[src/rtl/bcd_pkg.sv]
// Shared types and constants for the binary-to-BCD converter.
package bcd_pkg;

    typedef enum logic {IDLE, CONVERT} state_t;

    localparam int DIGIT_W = 4;
    localparam logic [DIGIT_W-1:0] ADJ_THRESH = 4'd5;
    localparam logic [DIGIT_W-1:0] ADJ_ADD    = 4'd3;

endpackage

[src/rtl/bin_to_bcd_if.sv]
// Start/busy/done handshake and result bus between a requester and bin_to_bcd.
interface bin_to_bcd_if #(
    parameter int BIN_WIDTH = 14,
    parameter int DIGITS    = 4
);
    logic                  start;
    logic [BIN_WIDTH-1:0]  bin;
    logic                  busy;
    logic                  done;
    logic [4*DIGITS-1:0]   bcd;
    logic                  overflow;

    modport master (output start, bin, input busy, done, bcd, overflow);
    modport slave  (input start, bin, output busy, done, bcd, overflow);
endinterface

[src/rtl/bcd_digit_adjust.sv]
// Double-dabble correction cell: add 3 to a BCD digit that is 5 or more.
module bcd_digit_adjust
    import bcd_pkg::*;
(
    input  logic [DIGIT_W-1:0] d,
    output logic [DIGIT_W-1:0] q
);
    assign q = (d >= ADJ_THRESH) ? d + ADJ_ADD : d;
endmodule

[src/rtl/bin_to_bcd.sv]
// Sequential double-dabble converter, one shift/adjust iteration per clock.
// Results are registered and held until the next conversion completes.
module bin_to_bcd
    import bcd_pkg::*;
#(
    parameter int BIN_WIDTH = 14,
    parameter int DIGITS    = 4
) (
    input logic         clk,
    input logic         rst,
    bin_to_bcd_if.slave bus
);
    localparam int SW = DIGIT_W * DIGITS;
    localparam int CW = $clog2(BIN_WIDTH);
    localparam logic [63:0]   MAXV = 64'(10 ** DIGITS) - 64'd1;
    localparam logic [SW-1:0] ALL9 = {DIGITS{4'h9}};

    state_t                state, state_nxt;
    logic [CW-1:0]         cnt;
    logic [BIN_WIDTH-1:0]  sh, sh_nxt;
    logic [SW-1:0]         scr, scr_nxt, adj_f;
    logic [DIGITS-1:0][DIGIT_W-1:0] adj;
    logic                  ovf_r, ovf_out, done_r;
    logic [SW-1:0]         bcd_r;
    logic                  accept, last;

    for (genvar g = 0; g < DIGITS; g++) begin : g_dig
        bcd_digit_adjust u_adj (.d(scr[g*DIGIT_W +: DIGIT_W]), .q(adj[g]));
    end

    // Adjust then shift: binary MSB enters digit 0, top digit bit is dropped.
    assign adj_f   = adj;
    assign scr_nxt = {adj_f[SW-2:0], sh[BIN_WIDTH-1]};
    assign sh_nxt  = {sh[BIN_WIDTH-2:0], 1'b0};
    assign last    = (cnt == CW'(BIN_WIDTH - 1));

    always_ff @(posedge clk) begin
        if (rst) state <= IDLE;
        else     state <= state_nxt;
    end

    always_comb begin
        state_nxt = state;
        accept    = 1'b0;
        case (state)
            IDLE: if (bus.start) begin
                accept    = 1'b1;
                state_nxt = CONVERT;
            end
            CONVERT: if (last) state_nxt = IDLE;
            default: state_nxt = IDLE;
        endcase
    end

    always_ff @(posedge clk) begin
        if (rst) begin
            cnt     <= '0;
            sh      <= '0;
            scr     <= '0;
            ovf_r   <= 1'b0;
            ovf_out <= 1'b0;
            bcd_r   <= '0;
            done_r  <= 1'b0;
        end else begin
            done_r <= 1'b0;
            if (accept) begin
                sh    <= bus.bin;
                scr   <= '0;
                cnt   <= '0;
                ovf_r <= 64'(bus.bin) > MAXV;
            end else if (state == CONVERT) begin
                sh  <= sh_nxt;
                scr <= scr_nxt;
                cnt <= cnt + 1'b1;
                if (last) begin
                    bcd_r   <= ovf_r ? ALL9 : scr_nxt;
                    ovf_out <= ovf_r;
                    done_r  <= 1'b1;
                end
            end
        end
    end

    assign bus.busy     = (state == CONVERT);
    assign bus.done     = done_r;
    assign bus.bcd      = bcd_r;
    assign bus.overflow = ovf_out;

endmodule

[src/flat_wrapper.sv]
// flat-port wrapper written by rule: the top's interface ports become plain ports
module bin_to_bcd_flat import bcd_pkg::*;
#(
    parameter int BIN_WIDTH = 14,
    parameter int DIGITS    = 4
)
  (clk, rst, bus_start, bus_bin, bus_busy, bus_done, bus_bcd, bus_overflow);
  bin_to_bcd_if #(.BIN_WIDTH(BIN_WIDTH), .DIGITS(DIGITS)) bus_i ();
  input logic clk;
  input logic rst;
  input wire logic [$bits(bus_i.start)-1:0] bus_start;
  input wire logic [$bits(bus_i.bin)-1:0] bus_bin;
  output wire logic [$bits(bus_i.busy)-1:0] bus_busy;
  output wire logic [$bits(bus_i.done)-1:0] bus_done;
  output wire logic [$bits(bus_i.bcd)-1:0] bus_bcd;
  output wire logic [$bits(bus_i.overflow)-1:0] bus_overflow;
  assign bus_i.start = bus_start;
  assign bus_i.bin = bus_bin;
  assign bus_busy = bus_i.busy;
  assign bus_done = bus_i.done;
  assign bus_bcd = bus_i.bcd;
  assign bus_overflow = bus_i.overflow;
  bin_to_bcd #(.BIN_WIDTH(BIN_WIDTH), .DIGITS(DIGITS)) u_core (.clk(clk), .rst(rst), .bus(bus_i));
endmodule
[config.mk]
export PLATFORM = sky130hd
export DESIGN_NAME = bin_to_bcd_flat
export DESIGN_NICKNAME = d
export VERILOG_FILES = /design/src/rtl/bcd_pkg.sv /design/src/rtl/bin_to_bcd_if.sv /design/src/rtl/bcd_digit_adjust.sv /design/src/rtl/bin_to_bcd.sv /design/src/flat_wrapper.sv
export SDC_FILE = /design/constraint.sdc
export NUM_CORES = 1
export LEC_CHECK = 0
export CORE_ASPECT_RATIO = 1.2
export CORE_MARGIN = 1.5
export CORE_UTILIZATION = 44
export DETAILED_ROUTE_END_ITERATION = 10
export DONT_BUFFER_PORTS = 1
export HOLD_SLACK_MARGIN = 0.12
export RECOVER_POWER = 25
export SYNTH_ARGS = -nofsm -noshare
export SYNTH_HDL_FRONTEND = slang
export SYNTH_SLANG_ARGS = --single-unit
[constraint.sdc]
create_clock -name clk -period 1.6 [get_ports clk]
set_clock_uncertainty 0.1 [all_clocks]
set_input_delay 0.4 -clock clk [delete_from_list [all_inputs] [get_ports clk]]
set_output_delay 0.4 -clock clk [all_outputs]
set_load 0.01 [all_outputs]
==> results.md <==
Cells and area:
- The final standard cell count with taps included and fillers excluded is 356.
- After the last flow step, the layout net total stands at 320.
- In the final layout, the multi-input gates occupy around 1300 sq um.
- The most frequent standard cell in the layout excluding fill and tap cells is nor2_1.
- The antenna diode instance count is 0.
- The layout overhead on the synthesized area is 15.9%.
- In the layout the commonest cells are nor2_1, dfxtp_1, a21oi_1.
- The fraction of final layout cells sized beyond drive strength 1 is around a fifth.
- After filler insertion, the fill cell instance count of the layout stands at roughly 500.
- The sequential cell area is 1090 sq um.

Clock tree:
- Clock latency on the worst-skew pair, taken at its later pin, is about 310 ps.
- The total clock sinks is 54.
- In this run, CTS created clock tree buffers numbering 5.
- The clock tree from TritonCTS is built.
- For this design, the CTS-stage hold fixing added 4 buffers.
- The cell chosen for the clock root is clkbuf_8.
- After clock tree synthesis, the clock-pin slew on the worst setup and hold paths is roughly 90 ps.
- Counting along the longest clock path gives a buffer depth of 2.
- The H-tree depth is 2.

Power:
- The power density of the placed cells is 927 nW/um^2.
- In this run the static leakage power is between 0.001 and 0.0015 uW.
- The share of power burned in the clock network is 34.8%.
- Internal power comes to between 2000 and 2500 uW.
- The portion of total power attributed to combinational logic is 10.9%.
- The post-layout total power is around 2600 uW.
- IR analysis of the VDD net gives a maximum drop of between 0.7 and 0.8 mV.
- The portion of total power attributed to sequential cells is 54.3%.
- The power dissipated by switching net loads is between 600 and 700 uW.
- The net switching share of the total power is roughly a quarter.

Setup path:
- The signal on the critical path passes through inv_1 -> ha_2 -> nand2b_4 -> a21oi_2 -> mux2_4 -> o22ai_1.
- For this run, the slowest stage of the critical path takes about 330 ps.
- The category of the critical setup timing path is register to register.
- On the critical path the largest part of the delay comes from flip-flops.
- STA classifies the critical path startpoint as a register.
- STA puts the critical path data arrival time at roughly 1700 ps.
- The number of buffers and inverters on the critical path is 1.
- The slowest stage of the critical path is the dfxtp_2 cell.
- The type of destination of the critical path is a register.
- The highest net fanout along the worst path is 3.
- STA puts the critical path data required time at about 1700 ps.

Status:
- The run finished with clean final reports.

Route:
- After detailed routing, the number of remaining DRC violations is 0.
- The violation count after the first detailed-routing iteration is 96.
- The final antenna-violating net count is 0.
- The average wire length per cell after detail routing is 14.5 um.
- In the routed layout, each cell is associated on average with a via count of about 5.4.
- The routed layout has ~1900 vias.
- The overall routed net length is 5.15 mm.
- The number of iterations in the first detailed-routing pass is 4.

Floorplan:
- The width of the chip is about 71 um.
- The cell row count is 29.
- For this configuration, the core starts out at a cell density of between 40% and 50%.
- The boundary pin count is 36.
- From bottom edge to top edge, the die measures 84.6 um.
- The total die area is around 6000 sq um.
- The core box area is 5330 sq um.

Yosys:
- Summing the areas of all compound-gate instances in the mapped netlist gives 15.8% of the synthesized area.
- Synthesis handed over a netlist of about 280 instances.
- The share of flip-flops with an asynchronous set or reset is 0%.
- The number of flops mapped to enable cells by yosys is 0.
- The area share of fa/ha/maj cells after synthesis is under 10%.
- Among all flip-flop cells after synthesis, the most frequent one is dfxtp_1.
- Synthesis inferred 54 register bits.
- The post-synthesis xor/xnor area fraction is under 10%.
- The synthesized netlist net count is around 300.
- The Yosys step of the flow raised 0 warnings.
- Dividing the synthesized area by the synthesized cell count gives approximately 8.8 sq um.
- The largest family of logic cells by synthesized area is simple AND/OR/NAND/NOR gates.
- The number of unique standard cell types used by synthesis is 34.
- The post-synthesis simple-gate area fraction is 19.7%.
- Multiplexer cells account for under 10% of the synthesized area.
- After synthesis the cells add up to about 2400 sq um.
- The portion of the post-synthesis area used by sequential elements is between 40 and 50%.

Timing:
- The relative slew slack is ~73%.
- After layout, the worst path uses ~96% of the clock period.
- The max-slew violation total from the final report came to 0.
- After layout, the minimum clock period comes to 1540 ps.
- The number of hold-slack violations in the final timing report was 0.
- At the pin with the least slew margin, the transition time is ~400 ps.
- For this run, the top clock speed supported by timing is between 600 and 700 MHz.
- The count of endpoints failing setup in the final report is 0.

Global routing:
- The number of global-route vias before repair came to 1907.
- The maximum number of pins on one net before global-route repair is 42.
- The global-route wire length before repair is 8.80 mm.
- The aggregate global-route resource usage is between 15 and 20%.
- The number of antenna violations at the first check in global routing is 0.
- After global routing the overflow that remains totals 0.

Place:
- Port buffering added 0 buffers.
- The HPWL after detailed placement is roughly 3.5 mm.
- The number of placed instances, taps included is about 340.
- The final estimated routing congestion in global placement is roughly 0.77.

Worst hold path:
- The type of the worst min-delay path is input pin to register.

Job:
- Across the run, the number of max-cap violations was 0.
## repair_timing
action                     CTS  global route
hold endpoints to repair    26            22
resized for setup            4            21
setup endpoints to repair    4            29
pin swaps                    0             5
setup buffers                0             3
## worst reg2reg max path: stages, from the launching register on
cell and delay [ps]:
dfxtp_2 330, inv_1 100, ha_2 240, nand2b_4 70, a21oi_2 160, mux2_4 320, o22ai_1 150
## path summary, 6_finish.rpt
path / from / to / slack (ps) / depth (start not counted)
worst min register to register: u_core.sh[11] / u_core.sh[12] / 390 / 2
worst max register to register: u_core.scr[5] / u_core.scr[6] / 60 / 6
worst max-delay path: u_core.scr[5] / u_core.scr[6] / 60 / 6
worst min-delay path: rst / u_core.sh[10] / 50 / 1
## flip-flops by register name, indices dropped and copies added, names as in the netlist
register / count
u_core.ovf_r: 1
u_core.sh: 14
u_core.scr: 16
u_core.bus.done: 1
u_core.cnt: 4
u_core.bus.bcd: 16
u_core.bus.overflow: 1
u_core.bus.busy: 1
## power groups by stage
stage	registers, uW	clock network, uW	logic (uW)
finish	1420	910	286
global route	1430	997	324
CTS	1420	940	261
detailed placement	1450	0	250
global placement	1450	0	245
floorplan	1440	0	211
## kinds of logic after synthesis
group / count (synthesis)
mux: 19
flops: 54
buf+inv: 27
fa+ha+maj: 10
simple gates: 98
compound gates: 63
xor+xnor: 6
## stage by stage
stage	util, %	instance area, sq um	setup slack, ps	hold slack, ps	TNS (ps)
3_3_place_gp	48.3	2580	34.5	367	0
2_1_floorplan	-	2440	36.8	354	0
4_1_cts	51.4	2740	3.08	36.4	0
5_1_grt	53.0	2830	-21.6	28.3	-30.2
6_report	53.0	2830	57.8	48.0	0
3_5_place_dp	48.3	2580	-14.3	377	-19.0
## cell usage after synthesis (all sizes together), types with 5 or more instances
cell type   n  share of area [%]
a211oi     15                4.6
ha         10                5.1
nor3b       7                2.2
nand2      14                2.2
nor2       49                7.5
inv        10                1.5
clkbuf      6               0.92
a21oi      27                5.8
mux2i      15                6.2
nand2b      5                1.3
nor3        7                1.4
dfxtp      54                 44
o22ai       7                1.8
o21ai      10                2.1
buf        11                2.5
nand3b      8                2.5
## area by class of cell
cell class	count	area share, %
Clock inverter	2	1.33
Timing Repair Buffer	26	7.17
Multi-Input combinational cell	196	46.1
Tap cell	62	2.75
Sequential cell	54	38.7
Inverter	10	1.33
Clock buffer	6	2.57
## layer usage
metal	share of wire, %	vias up	wire [um]	track usage [%]
met2	49	37	2540	29.8
met5	0	-	0	0
met4	1.4	0	74	6.17
met3	5.2	7	265	4.92
li1	-	999	-	-
met1	44	875	2270	22.9
(Power assumes the default switching activity.)
